===== config.mk =====
export PLATFORM = sky130hd
export DESIGN_NAME = mem_arbiter
export DESIGN_NICKNAME = d
export VERILOG_FILES = /design/src/rtl/mem_arbiter.sv
export SDC_FILE = /design/constraint.sdc
export NUM_CORES = 1
export LEC_CHECK = 0
export ABC_AREA = 1
export CORE_UTILIZATION = 35
export CTS_BUF_LIST = sky130_fd_sc_hd__clkbuf_8
export DETAILED_ROUTE_END_ITERATION = 12
export PLACE_DENSITY_LB_ADDON = 0.1
export SKIP_LAST_GASP = 1
export SLEW_MARGIN = 0
export SYNTH_ARGS = -nofsm -noshare
export SYNTH_HDL_FRONTEND = slang
export SYNTH_SLANG_ARGS = --single-unit

===== constraint.sdc =====
create_clock -name clk -period 1.85 [get_ports clk]
set_input_delay 0.2775 -clock clk [delete_from_list [all_inputs] [get_ports clk]]
set_output_delay 0.2775 -clock clk [all_outputs]
set_load 0.01 [all_outputs]

===== src/rtl/mem_arbiter.sv =====
// Serialises I-cache fills, D-cache fills and D-side write-through onto one
// multi-cycle memory: pipelined 8-word block reads, single-word writes.
module mem_arbiter #(
    parameter int unsigned MEM_LAT = 4
) (
    input  logic        clk,
    input  logic        rst_n,
    input  logic        i_miss,
    input  logic [15:0] i_miss_addr,
    output logic        i_fill_we,
    output logic        i_fill_grant,
    output logic        i_fill_done,
    input  logic        d_miss,
    input  logic [15:0] d_miss_addr,
    output logic        d_fill_we,
    output logic        d_fill_grant,
    output logic        d_fill_done,
    input  logic        d_wr,
    input  logic [15:0] d_wr_addr,
    input  logic [15:0] d_wr_data,
    output logic        d_wr_done,
    output logic [2:0]  fill_word,
    output logic [15:0] fill_data,
    output logic [15:0] mem_addr,
    output logic        mem_en,
    output logic        mem_wr,
    output logic [15:0] mem_wdata,
    input  logic [15:0] mem_rdata,
    input  logic        mem_valid
);
    localparam int unsigned WORDS  = 8;
    localparam int unsigned CNT_W  = 4;
    localparam int unsigned BASE_W = 12;
    localparam bit          LAT_OK = (MEM_LAT >= 1) && (MEM_LAT <= 8);

    typedef enum logic [1:0] {
        IDLE  = 2'd0,
        FILL  = 2'd1,
        WRITE = 2'd2,
        GAP   = 2'd3
    } state_e;

    state_e             state_q, state_d;
    logic [CNT_W-1:0]   issue_cnt_q, issue_cnt_d;
    logic [CNT_W-1:0]   rx_cnt_q, rx_cnt_d;
    logic [BASE_W-1:0]  base_q, base_d;
    logic               owner_d_q, owner_d_d;   // 1: D-cache owns the fill

    // Line-offset bits of the miss addresses are never used.
    logic unused_addr_bits;
    assign unused_addr_bits = ^{i_miss_addr[3:0], d_miss_addr[3:0]};

    // State register
    always_ff @(posedge clk or negedge rst_n) begin
        if (!rst_n) begin
            state_q     <= IDLE;
            issue_cnt_q <= '0;
            rx_cnt_q    <= '0;
            base_q      <= '0;
            owner_d_q   <= 1'b0;
        end else begin
            state_q     <= state_d;
            issue_cnt_q <= issue_cnt_d;
            rx_cnt_q    <= rx_cnt_d;
            base_q      <= base_d;
            owner_d_q   <= owner_d_d;
        end
    end

    // Next state and output decode
    always_comb begin
        state_d      = state_q;
        issue_cnt_d  = issue_cnt_q;
        rx_cnt_d     = rx_cnt_q;
        base_d       = base_q;
        owner_d_d    = owner_d_q;
        i_fill_we    = 1'b0;
        i_fill_grant = 1'b0;
        i_fill_done  = 1'b0;
        d_fill_we    = 1'b0;
        d_fill_grant = 1'b0;
        d_fill_done  = 1'b0;
        d_wr_done    = 1'b0;
        fill_word    = '0;
        fill_data    = '0;
        mem_addr     = '0;
        mem_en       = 1'b0;
        mem_wr       = 1'b0;
        mem_wdata    = '0;

        case (state_q)
            IDLE: begin
                if (d_wr) begin
                    state_d = WRITE;
                end else if (d_miss || i_miss) begin
                    state_d     = FILL;
                    owner_d_d   = d_miss;
                    base_d      = d_miss ? d_miss_addr[15:4] : i_miss_addr[15:4];
                    issue_cnt_d = '0;
                    rx_cnt_d    = '0;
                end
            end
            FILL: begin
                i_fill_grant = !owner_d_q;
                d_fill_grant = owner_d_q;
                if (issue_cnt_q < CNT_W'(WORDS)) begin
                    mem_en      = 1'b1;
                    mem_addr    = {base_q, issue_cnt_q[2:0], 1'b0};
                    issue_cnt_d = issue_cnt_q + CNT_W'(1);
                end
                // Returned words are steered by arrival order, not by address.
                if (mem_valid && (rx_cnt_q < CNT_W'(WORDS))) begin
                    fill_word = rx_cnt_q[2:0];
                    fill_data = mem_rdata;
                    i_fill_we = !owner_d_q;
                    d_fill_we = owner_d_q;
                    rx_cnt_d  = rx_cnt_q + CNT_W'(1);
                    if (rx_cnt_q == CNT_W'(WORDS - 1)) begin
                        i_fill_done = !owner_d_q;
                        d_fill_done = owner_d_q;
                        state_d     = GAP;
                    end
                end
            end
            WRITE: begin
                mem_en    = 1'b1;
                mem_wr    = 1'b1;
                mem_addr  = d_wr_addr;
                mem_wdata = d_wr_data;
                d_wr_done = 1'b1;
                state_d   = GAP;
            end
            GAP: begin
                state_d = IDLE;
            end
            default: begin
                state_d = IDLE;
            end
        endcase
    end

    // Memory must never return more words than were requested.
    always_ff @(posedge clk) begin
        if (rst_n) begin
            assert (LAT_OK);
            if (state_q == FILL && mem_valid) begin
                assert (rx_cnt_q < CNT_W'(WORDS));
            end
        end
    end
endmodule


# == Yosys cells after proc, flatten, opt, wreduce, memory -nomap -nowiden ==
# Cells that the tools add are included.
# Widths: inputs -> output; s select.
# totals
ff_bits,23
input_bits,86
out_inout_bits,60
word_cells,63
# classes
addsub,2
n_lt_le_gt_ge,2
n_eq_ne,10
muxes,34
n_bitwise,1
n_reduce_logical,9
# ops
cell,n
$mux 16,4
$pmux 16 s2,1
$mux 4,4
$pmux 4 s2,2
$mux 1,14
$mux 12,1
$ne 2x2->1 const B,5
$add 4x1->4 const B,2
$lt 4x4->1 const B,2
$mux 2,4
$pmux 2 s4,1
$reduce_and 4->1,2
$mux 3,2
$reduce_and 3->1,2
$eq 2x2->1 const B,2
$eq 4x3->1 const B,1
$ne 3x3->1 const B,1
$eq 2x1->1 const B,1
$logic_not 2->1,1
$pmux 1 s2,1
$reduce_bool 2->1,1
$logic_and 1x1->1,1
$logic_not 1->1,1
$logic_or 1x1->1,1
$not 1->1,1

# == Longest topological paths before layout ==
# Gate-level depths: netlist of run 1.
# depth
ltp_word,4
ltp_mapped,9
ltp_nobuf,9

# == Least setup slack after synthesis of run 1 ==
# OpenSTA, ideal clock, no wires.
# synth_path
path_type,reg-to-output
startpoint,register state_q[0]
endpoint,output mem_addr[10]
t_arrival_ns,1.406
required_time_ns,1.572
path_slack_ns,0.167
path_stages_with_launch,6
n_path_buf,1
cell_sequence,dfrtp_1 > inv_1 > ha_1 > clkbuf_1 > nand2_1 > a21oi_1
# synth_via
elab_chain_cells,2
word_cells_on_any_way,3
classes_between,2 x eq/ne; 1 x mux
# synth_lines
item,line_no,rtl
"start, declared",43,"state_e state_q, state_d;"
"start signal, assigned",62,state_q <= state_d;
$eq 2x2->1 or $eq 2x1->1 (tied branches),91,case (state_q)
$pmux 16 s2 (*),91,
"end, declared",24,"output logic [15:0] mem_addr,"
# Every way passes the cells marked *; elsewhere a longest branch is shown, timed or not.

# == Worst setup path after layout of run 1 ==
# layout_path
startpoint,register state_q[0]
endpoint,output mem_addr[2]
# Same word-level chain as after synthesis.

==> results.md, run 1 <==
Routing:
- The final routed DRC violation total is 0.
- The detail route stage leaves a number of antenna-violating nets equal to 0.
- The pre-antenna-repair detailed-routing pass consisted of 4 iterations.
- The routed wirelength normalized by instance count is 11.4 µm.
- For this block, the routed nets add up to 6290 µm of wire.
- In this run, the number of DRC markers left after iteration 0 of detailed routing was 92.
- Across all layers, the routed design uses 2532 vias.
- The via-per-instance ratio is 4.58.

Pwr:
- The switching power summed over all nets is 1790 µW.
- Registers are responsible for 21.0% of the overall power.
- The clock network fraction of design power is 8.0%.
- The internal portion of the total power is 2140 µW.
- Per report_power, the combinational group accounts for 71.0% of the total.
- The power density over the cells is 1150 nW/µm².
- Summed over all cells, the static leakage comes to 0.00194 µW.
- Net switching is 45.6% of the power.
- Summing internal, switching and leakage power gives 3940 µW.
- The worst vdd rail ir drop is 0.683 mV.

Flow run:
- The max-capacitance violation count is 0.

CTS:
- For the worst-skew pair, the clock arrives at the later sink with an insertion delay of 270 ps.
- In this run the number of H-tree levels came out at 1.
- TritonCTS built the clock tree.
- For this design, the sink count on the clock tree is 23.
- Clock-pin slew was measured on the worst setup and hold paths at 80 ps.
- In this run the deepest clock path goes through 2 buffers.
- Clock tree synthesis selected as its root buffer the cell sky130_fd_sc_hd__clkbuf_8.
- Clock tree synthesis inserted a total of 3 buffers.
- The quantity of hold-fixing buffers added after cts is 0.

Synthesis:
- The synthesized netlist devotes 0.453% of its cell area to XOR and XNOR gates.
- After synthesis, the share of cell area in mux cells is 0%.
- Counting every net in the synthesized netlist gives 423.
- Sequential elements use 29.8% of the synthesized area.
- The post-synthesis instance area is 1930 µm².
- During synthesis, Yosys emitted a total of 0 warnings.
- The dominant combinational cell family by area after synthesis is simple AND/OR/NAND/NOR gates.
- After synthesis, the mean cell area works out to 5.88 µm².
- The synthesized netlist cell count is 329.
- The number of different library cells used by synthesis comes to 24.
- Synthesis inferred 23 register bits.
- The synthesized netlist devotes 43.1% of its cell area to simple gates.
- The synthesized netlist devotes 6.73% of its cell area to compound gates.
- Summing the areas of all fa, ha and maj instances in the mapped netlist gives 5.18% of the synthesized area.

Critical path:
- The reg-to-reg endpoint is issue_cnt_q[3].
- The worst setup path is of the flip-flop to primary output kind.
- The critical path capture point type is a primary output.
- The critical path ends at mem_addr[2].
- The startpoint kind of the worst setup timing path is a flip-flop.
- The launch point of the worst reg-to-reg path is state_q[0].
- Setup slack on the worst reg-to-reg path comes out at 140 ps.
- The critical path required time is 1570 ps.
- The number of cells on the worst reg-to-reg path is 10.
- The largest fanout on the critical path is 12.
- The source of the critical timing path is state_q[0].
- The data arrival time of the critical path is 1610 ps.

Finish:
- In the layout the commonest cells are sky130_fd_sc_hd__nand2_1 (142), sky130_fd_sc_hd__clkdlybuf4s50_1 (77), sky130_fd_sc_hd__inv_1 (48).
- The filler cells instantiated in the layout total 483.
- The commonest non-fill, non-tap cell in the layout is sky130_fd_sc_hd__nand2_1.
- The net count reported at finish is 578.
- 0 antenna diodes ended up in the layout.
- Measured on the finished design, the core utilization comes to 65.7%.
- The post-route netlist has 22.8% of its cells at a drive strength greater than 1.
- The area growth from synthesis to layout is 76.8%.

Timing:
- The setup clock skew after layout is 3.03 ps.
- The number of max-slew violations in the final report is 0.
- After routing, the total negative slack on setup checks comes to -94.8 ps.
- Measured against its own limit, the worst slew margin works out to 77.0%.
- In the finished design, the share of the clock period the worst path needs comes to 102%.
- Setup repair after global routing could not meet its margin everywhere.
- For the pin with the worst max-slew slack, the measured transition is 344 ps.
- The setup slack after layout is -35.6 ps.
- The maximum clock frequency is 530 MHz.
- The number of endpoints failing setup at the final stage is 5.
- The number of hold-slack violations in the final timing report is 0.
- The smallest clock period supported by the final layout is computed as 1890 ps.

Floorplanning:
- The floorplan die height is 76.3 µm.
- The I/O pin total is 146.
- The number of standard-cell rows in the floorplan is 26.
- The initial utilization of the core area, before any placement, comes to 37.1%.
- The total die area is 5820 µm².
- The core region area is 5200 µm².
- The die boundary width is 76.3 µm.

GRT:
- The number of global-route vias before repair is 2375.
- The overall global routing resource usage is 21.4%.
- The pin count of the biggest net entering global routing is 24.
- The first global-routing pass estimated 10400 µm of wire.
- The initial antenna violation count is 0.
- Summed over all layers, the global routing overflow is 0.

Status:
- The final reports fail on negative setup slack.
- The run finished, with violations left.

Placed design:
- Once detailed placement completed, the half-perimeter wirelength came to 4690 µm.
- Input and output buffers added on the ports amount to 137.
- The routability-driven placement congestion ratio is 0.788.

Hold path:
- The tightest min-delay check is of the input port to async pin type.
[critical path, stage by stage (launching register included)]
cell	delay, ps
sky130_fd_sc_hd__dfrtp_1	410
sky130_fd_sc_hd__buf_6	130
sky130_fd_sc_hd__ha_4	150
sky130_fd_sc_hd__buf_6	120
sky130_fd_sc_hd__buf_8	130
sky130_fd_sc_hd__nand3_1	100
sky130_fd_sc_hd__a21oi_2	150
sky130_fd_sc_hd__buf_2	150
[logic make-up (layout without fill, tap and decap cells)]
kind of cell	Yosys count	count (layout)
compound gates	26	26
buf+inv	67	221
simple gates	204	204
xor+xnor	1	1
fa+ha+maj	8	8
flops	23	23
[power groups by stage]
| stage | combinational (µW) | sequential, µW | clock (µW) |
|---|---|---|---|
| final | 2790 | 828 | 315 |
| after global routing | 3090 | 856 | 342 |
| after global placement | 2740 | 820 | 0 |
| after detailed placement | 2770 | 830 | 0 |
| after floorplan | 1380 | 809 | 0 |
| after CTS | 2700 | 824 | 316 |
[cells in the mapped netlist]
cell type,count,share of area [%]
sky130_fd_sc_hd__nand3_2,1,0.52
sky130_fd_sc_hd__buf_2,7,1.8
sky130_fd_sc_hd__buf_4,4,1.6
sky130_fd_sc_hd__nor3_1,2,0.52
sky130_fd_sc_hd__clkinv_1,1,0.19
sky130_fd_sc_hd__inv_2,2,0.39
sky130_fd_sc_hd__o21ai_0,9,2.3
sky130_fd_sc_hd__nand4_1,2,0.65
sky130_fd_sc_hd__nand2_4,1,0.58
sky130_fd_sc_hd__buf_6,1,0.58
sky130_fd_sc_hd__nor2_2,2,0.65
sky130_fd_sc_hd__a21oi_1,17,4.4
sky130_fd_sc_hd__nand3_1,22,5.7
sky130_fd_sc_hd__ha_1,8,5.2
sky130_fd_sc_hd__nor3b_1,1,0.39
sky130_fd_sc_hd__nand2_1,142,28
sky130_fd_sc_hd__nor2_4,1,0.58
sky130_fd_sc_hd__dfrtp_1,23,30
sky130_fd_sc_hd__inv_4,1,0.32
sky130_fd_sc_hd__nor2_1,29,5.6
sky130_fd_sc_hd__inv_1,49,9.5
sky130_fd_sc_hd__or2_2,1,0.32
sky130_fd_sc_hd__clkbuf_1,2,0.39
sky130_fd_sc_hd__xor2_1,1,0.45
[sequential cells by signal, summed over array words and instances, names as in the netlist]
register,count
owner_d_q,1
state_q,2
rx_cnt_q,4
base_q,12
issue_cnt_q,4
[what timing repair did]
item,in CTS,in global routing
gates cloned,2,0
gates resized for setup,148,78
setup endpoints to repair,60,61
buffers inserted,2,3
pin swaps,1,3
[how the worst min path moves through the flow]
stage,end,slack (ps),depth (start not counted)
floorplan,base_q[0],-20,0
global placement,base_q[0],460,2
detailed placement,base_q[7],470,2
CTS,base_q[10],380,2
global route,base_q[7],390,2
finish,base_q[10],360,2
[area by class of cell]
| cell class | count | area (µm²) | area share [%] |
|---|---|---|---|
| Tap cell | 70 | 87.6 | 2.56 |
| Multi-Input combinational cell | 239 | 1140 | 33.3 |
| Sequential cell | 23 | 576 | 16.8 |
| Inverter | 53 | 203 | 5.93 |
| Clock inverter | 1 | 3.75 | 0.110 |
| Timing Repair Buffer | 164 | 1370 | 40.0 |
| Clock buffer | 3 | 41.3 | 1.21 |
[routing by layer]
metal	up-vias	part of all wire (%)	track usage [%]	wire [µm]
met2	98	49	40.7	3100
met4	0	1.4	5.96	85
li1	1298	-	-	-
met5	-	0	0	0
met3	8	6.3	3.71	397
met1	1128	43	24.1	2710
[metrics by stage]
stage          hold WS (ps)  cell area [µm²]  instances  setup slack [ps]
2_1_floorplan         -18.1             1930        329               167
3_3_place_gp            464             3500        542              -182
3_5_place_dp            466             3500        542              -222
4_1_cts                 378             3530        550              -135
5_1_grt                 391             3420        553              -111
6_report                360             3420        553             -35.6
No activity file was read; power rests on OpenSTA's default activity.
==> inputs of run 2 (changes only) <==
Settings changed: CELL_PAD_IN_SITES_DETAIL_PLACEMENT set to 2, CELL_PAD_IN_SITES_GLOBAL_PLACEMENT set to 2, CORE_UTILIZATION 35 to 15.
==> run 2 against run 1 <==
The flow still finishes with violations (negative setup slack). Clock-buffer cell count did not move. Core utilization is 36 points lower. Final area up 9.8%. Global-route usage decreased by 8.7 points. Combinational power increased by 19%. Clock skew fell by 0.57 ps. Worst setup slack improved by 2.5 ps. Sequential share of layout area down 1.5 points. Maximum frequency up 0.13%. First-iteration DRC count is 54% lower. Register-to-register slack better by 20 ps. Critical path type unchanged. Largest power group unchanged.
==> results.md, run 2 (same netlist as run 1, synthesis figures left out) <==
Pwr:
- The cell internal power dissipation is 2410 µW.
- Dividing total power by cell area gives a power density of 1190 nW/µm².
- In this run, the combinational gates consume 73.9% of the power.
- The clock network fraction of design power is 7.6%.
- Of the total power, the share spent switching nets is 46.1%.
- Summing internal, switching and leakage power gives 4480 µW.
- The analysis attributes to cell leakage a power of 0.00202 µW.
- Per report_power, the sequential group accounts for 18.4% of the total.
- The switching power summed over all nets is 2060 µW.
- The worst vdd rail ir drop is 0.358 mV.

Hold path:
- In this run the worst hold path is classified as input port to async pin.

Finish:
- The area added between synthesis and finish is 94.2%.
- At the end of the flow, the number of nets in the layout was 590.
- The layout has 1507 filler cells.
- The register with the most flip-flops in the final layout is base_q.
- The number of flip-flops under the largest register name is 12.
- 0 antenna diodes ended up in the layout.
- The commonest non-fill, non-tap cell in the layout is sky130_fd_sc_hd__nand2_1.
- The fraction of final layout cells sized beyond drive strength 1 is 28.5%.
- In the final layout, the registers with the most flip-flops are base_q (12), issue_cnt_q (4), rx_cnt_q (4).
- In the layout the commonest cells are sky130_fd_sc_hd__nand2_1 (141), sky130_fd_sc_hd__clkdlybuf4s50_1 (77), sky130_fd_sc_hd__inv_1 (45).

Floorplanning:
- The region available for standard cell placement spans 12600 µm².
- The number of standard-cell rows in the floorplan is 41.
- The I/O pin total is 146.
- The floorplan step defined a die boundary enclosing 13300 µm².
- The initial utilization of the core area, before any placement, comes to 15.4%.
- The die boundary width is 116 µm.
- The floorplan die height is 116 µm.

Flow run:
- The max-capacitance violation count is 0.

Critical path:
- Tracing the worst setup path back leads to its startpoint at state_q[0].
- The critical path is of the flip-flop to primary output type.
- The worst register-to-register path begins at state_q[0].
- In this run the worst setup path terminates at fill_data[9].
- Counting both buffers and inverters, the worst setup path holds a total of 5.
- Traced cell by cell, the critical path runs through buf_6 > ha_4 > nand3_4 > buf_6 > buf_6 > buf_6 > nor2_2 > buf_2.
- The kind of cell with the highest combined delay on the critical path is buffers and inverters.
- For the worst setup path, the data required time is 1570 ps.
- The worst setup path is captured at a primary output.
- The cell that appears most often on the critical path is sky130_fd_sc_hd__buf_6.
- Counting buffers and inverters, the worst setup path is 8 cells deep.
- In this design, the stage delay of the slowest critical-path cell is 400 ps.
- The worst register-to-register path has a depth of 11.
- Of all nets on the critical path, the largest fanout is 7.
- The cell with the largest stage delay on the worst path is sky130_fd_sc_hd__dfrtp_1.
- The endpoint identified for the worst register-to-register timing path is rx_cnt_q[2].
- The register-to-register setup slack is 160 ps.
- For the worst setup path, the data arrival time is 1610 ps.
- The worst setup path is launched from a flip-flop.

Routing:
- Summing over every cut layer, the via total after detailed routing is 2644.
- The total wire length is 8820 µm.
- The wire length on met2 is 4410 µm.
- The detailed router put a total of 3760 µm of wire on met1.
- The first TritonRoute pass finished after 4 iterations.
- The met3 routed wirelength is 566 µm.
- In the routed layout, each cell is associated on average with a via count of 3.96.
- The final routed DRC violation total is 0.
- After detailed routing, the average wire length per cell comes to 13.2 µm.
- For this block, the initial DRC count from the detailed router was 42.
- The detail route stage leaves a number of antenna-violating nets equal to 0.
- The highest metal layer carrying signal wires in the routed design is met4.

CTS:
- The CTS buffer count is 3.
- The buffer depth of the longest clock path is 2.
- The buffer cell driving the clock tree root is sky130_fd_sc_hd__clkbuf_8.
- The post-CTS clock slew at the launch and capture registers of the worst setup and hold paths is 90 ps.
- The later-pin clock latency in the skew report is 280 ps.
- The CTS tree is built.
- The clock net sink count is 23.
- In this run the number of H-tree levels came out at 1.

Timing:
- The number of endpoints failing setup at the final stage is 17.
- The number of max-slew violations in the final report is 0.
- The setup clock skew after layout is 2.45 ps.
- Setup repair after global routing could not meet its margin everywhere.
- Of the available clock period, the critical path in the final layout requires 102%.
- The number of hold-slack violations in the final timing report is 0.
- The time the final worst path needs with I/O delays and setup is 1880 ps.
- The relative max-transition margin is 73.1%.
- The transition at the pin with the smallest max-transition slack is 404 ps.
- The setup slack after layout is -33.1 ps.
- Derived from the worst setup path, the maximum achievable clock frequency is 531 MHz.

GRT:
- The global-route wire length before repair is 13300 µm.
- Global routing used 12.7% of the available tracks across all layers.
- The number of global-route vias before repair is 2692.
- The global-route congestion overflow total is 0.
- The initial antenna violation count is 0.
- Entering global routing, the biggest net connects 24 pins.

Status:
- The run finished, with violations left.
- The final reports fail on negative setup slack.

Placed design:
- Detailed placement finished with a half-perimeter wire length of 6850 µm.
- Routability-driven placement finished with a final weighted congestion of 0.730.
- The worst-case setup slack after placement is -253 ps.
- The number of buffer cells added on primary ports is 137.
==> run 2: changes by cell type in the layout (fill, tap and decap cells not counted), sizes merged <==
cell	change
clkdlybuf4s15	+3
buf	+29
clkbuf	-20
==> run 2: routing by layer <==
layer	vias to the layer above	track usage (%)
li1	1317	-
met3	4	2.09
met4	0	3.38
met5	-	0
met1	1221	14.5
met2	102	24.2
==> run 2: per-stage QoR <==
stage               instance area, µm²  setup TNS [ps]  cells  hold slack (ps)  util, %
global placement                  3650           -8840    652              464     29.0
CTS                               3720           -1900    664              380     29.6
detailed placement                3650           -9910    652              472     29.0
finish                            3750            -264    667              361     29.9
global route                      3750           -1820    667              398     29.9
floorplan                         1930               0    329            -18.1        -
==> run 2: final cells by class <==
| cell class | instances | area (µm²) | area share [%] |
|---|---|---|---|
| flip-flops and latches | 23 | 576 | 15.3 |
| clock buffers | 3 | 41.3 | 1.10 |
| multi-input cells | 239 | 1230 | 32.7 |
| clock inverters | 1 | 5.00 | 0.133 |
| inverters | 53 | 204 | 5.43 |
| repair buffers | 176 | 1490 | 39.6 |
| well taps | 172 | 215 | 5.73 |
==> run 2: worst min path at each step <==
stage / cells after the start / slack, ps / from / to
2_1_floorplan: 0 / -20 / rst_n / base_q[0]
3_3_place_gp: 2 / 460 / base_q[2] / base_q[2]
3_5_place_dp: 2 / 470 / base_q[9] / base_q[9]
4_1_cts: 2 / 380 / rst_n / base_q[6]
5_1_grt: 2 / 400 / rst_n / base_q[6]
6_report: 2 / 360 / rst_n / base_q[6]
==> run 2: repair_timing <==
item	4_1_cts	5_1_grt
gates resized for setup	216	64
cloned	2	2
hold buffers	0	0
pin swaps	2	6
buffers inserted	6	1
endpoints found under the setup margin	64	64
==> run 2: power groups by stage <==
| stage | combinational, µW | clock, µW | sequential, µW |
|---|---|---|---|
| floorplan | 1380 | 0 | 809 |
| global placement | 2870 | 0 | 820 |
| detailed placement | 2930 | 0 | 833 |
| CTS | 3060 | 363 | 825 |
| global route | 3680 | 372 | 848 |
| finish | 3310 | 341 | 826 |
==> inputs of run 3 (changes only) <==
Settings changed: CORE_MARGIN set to 1.
==> results of run 3 <==
Same layout as run 2: the final DEF is identical, and so are final timing and power.
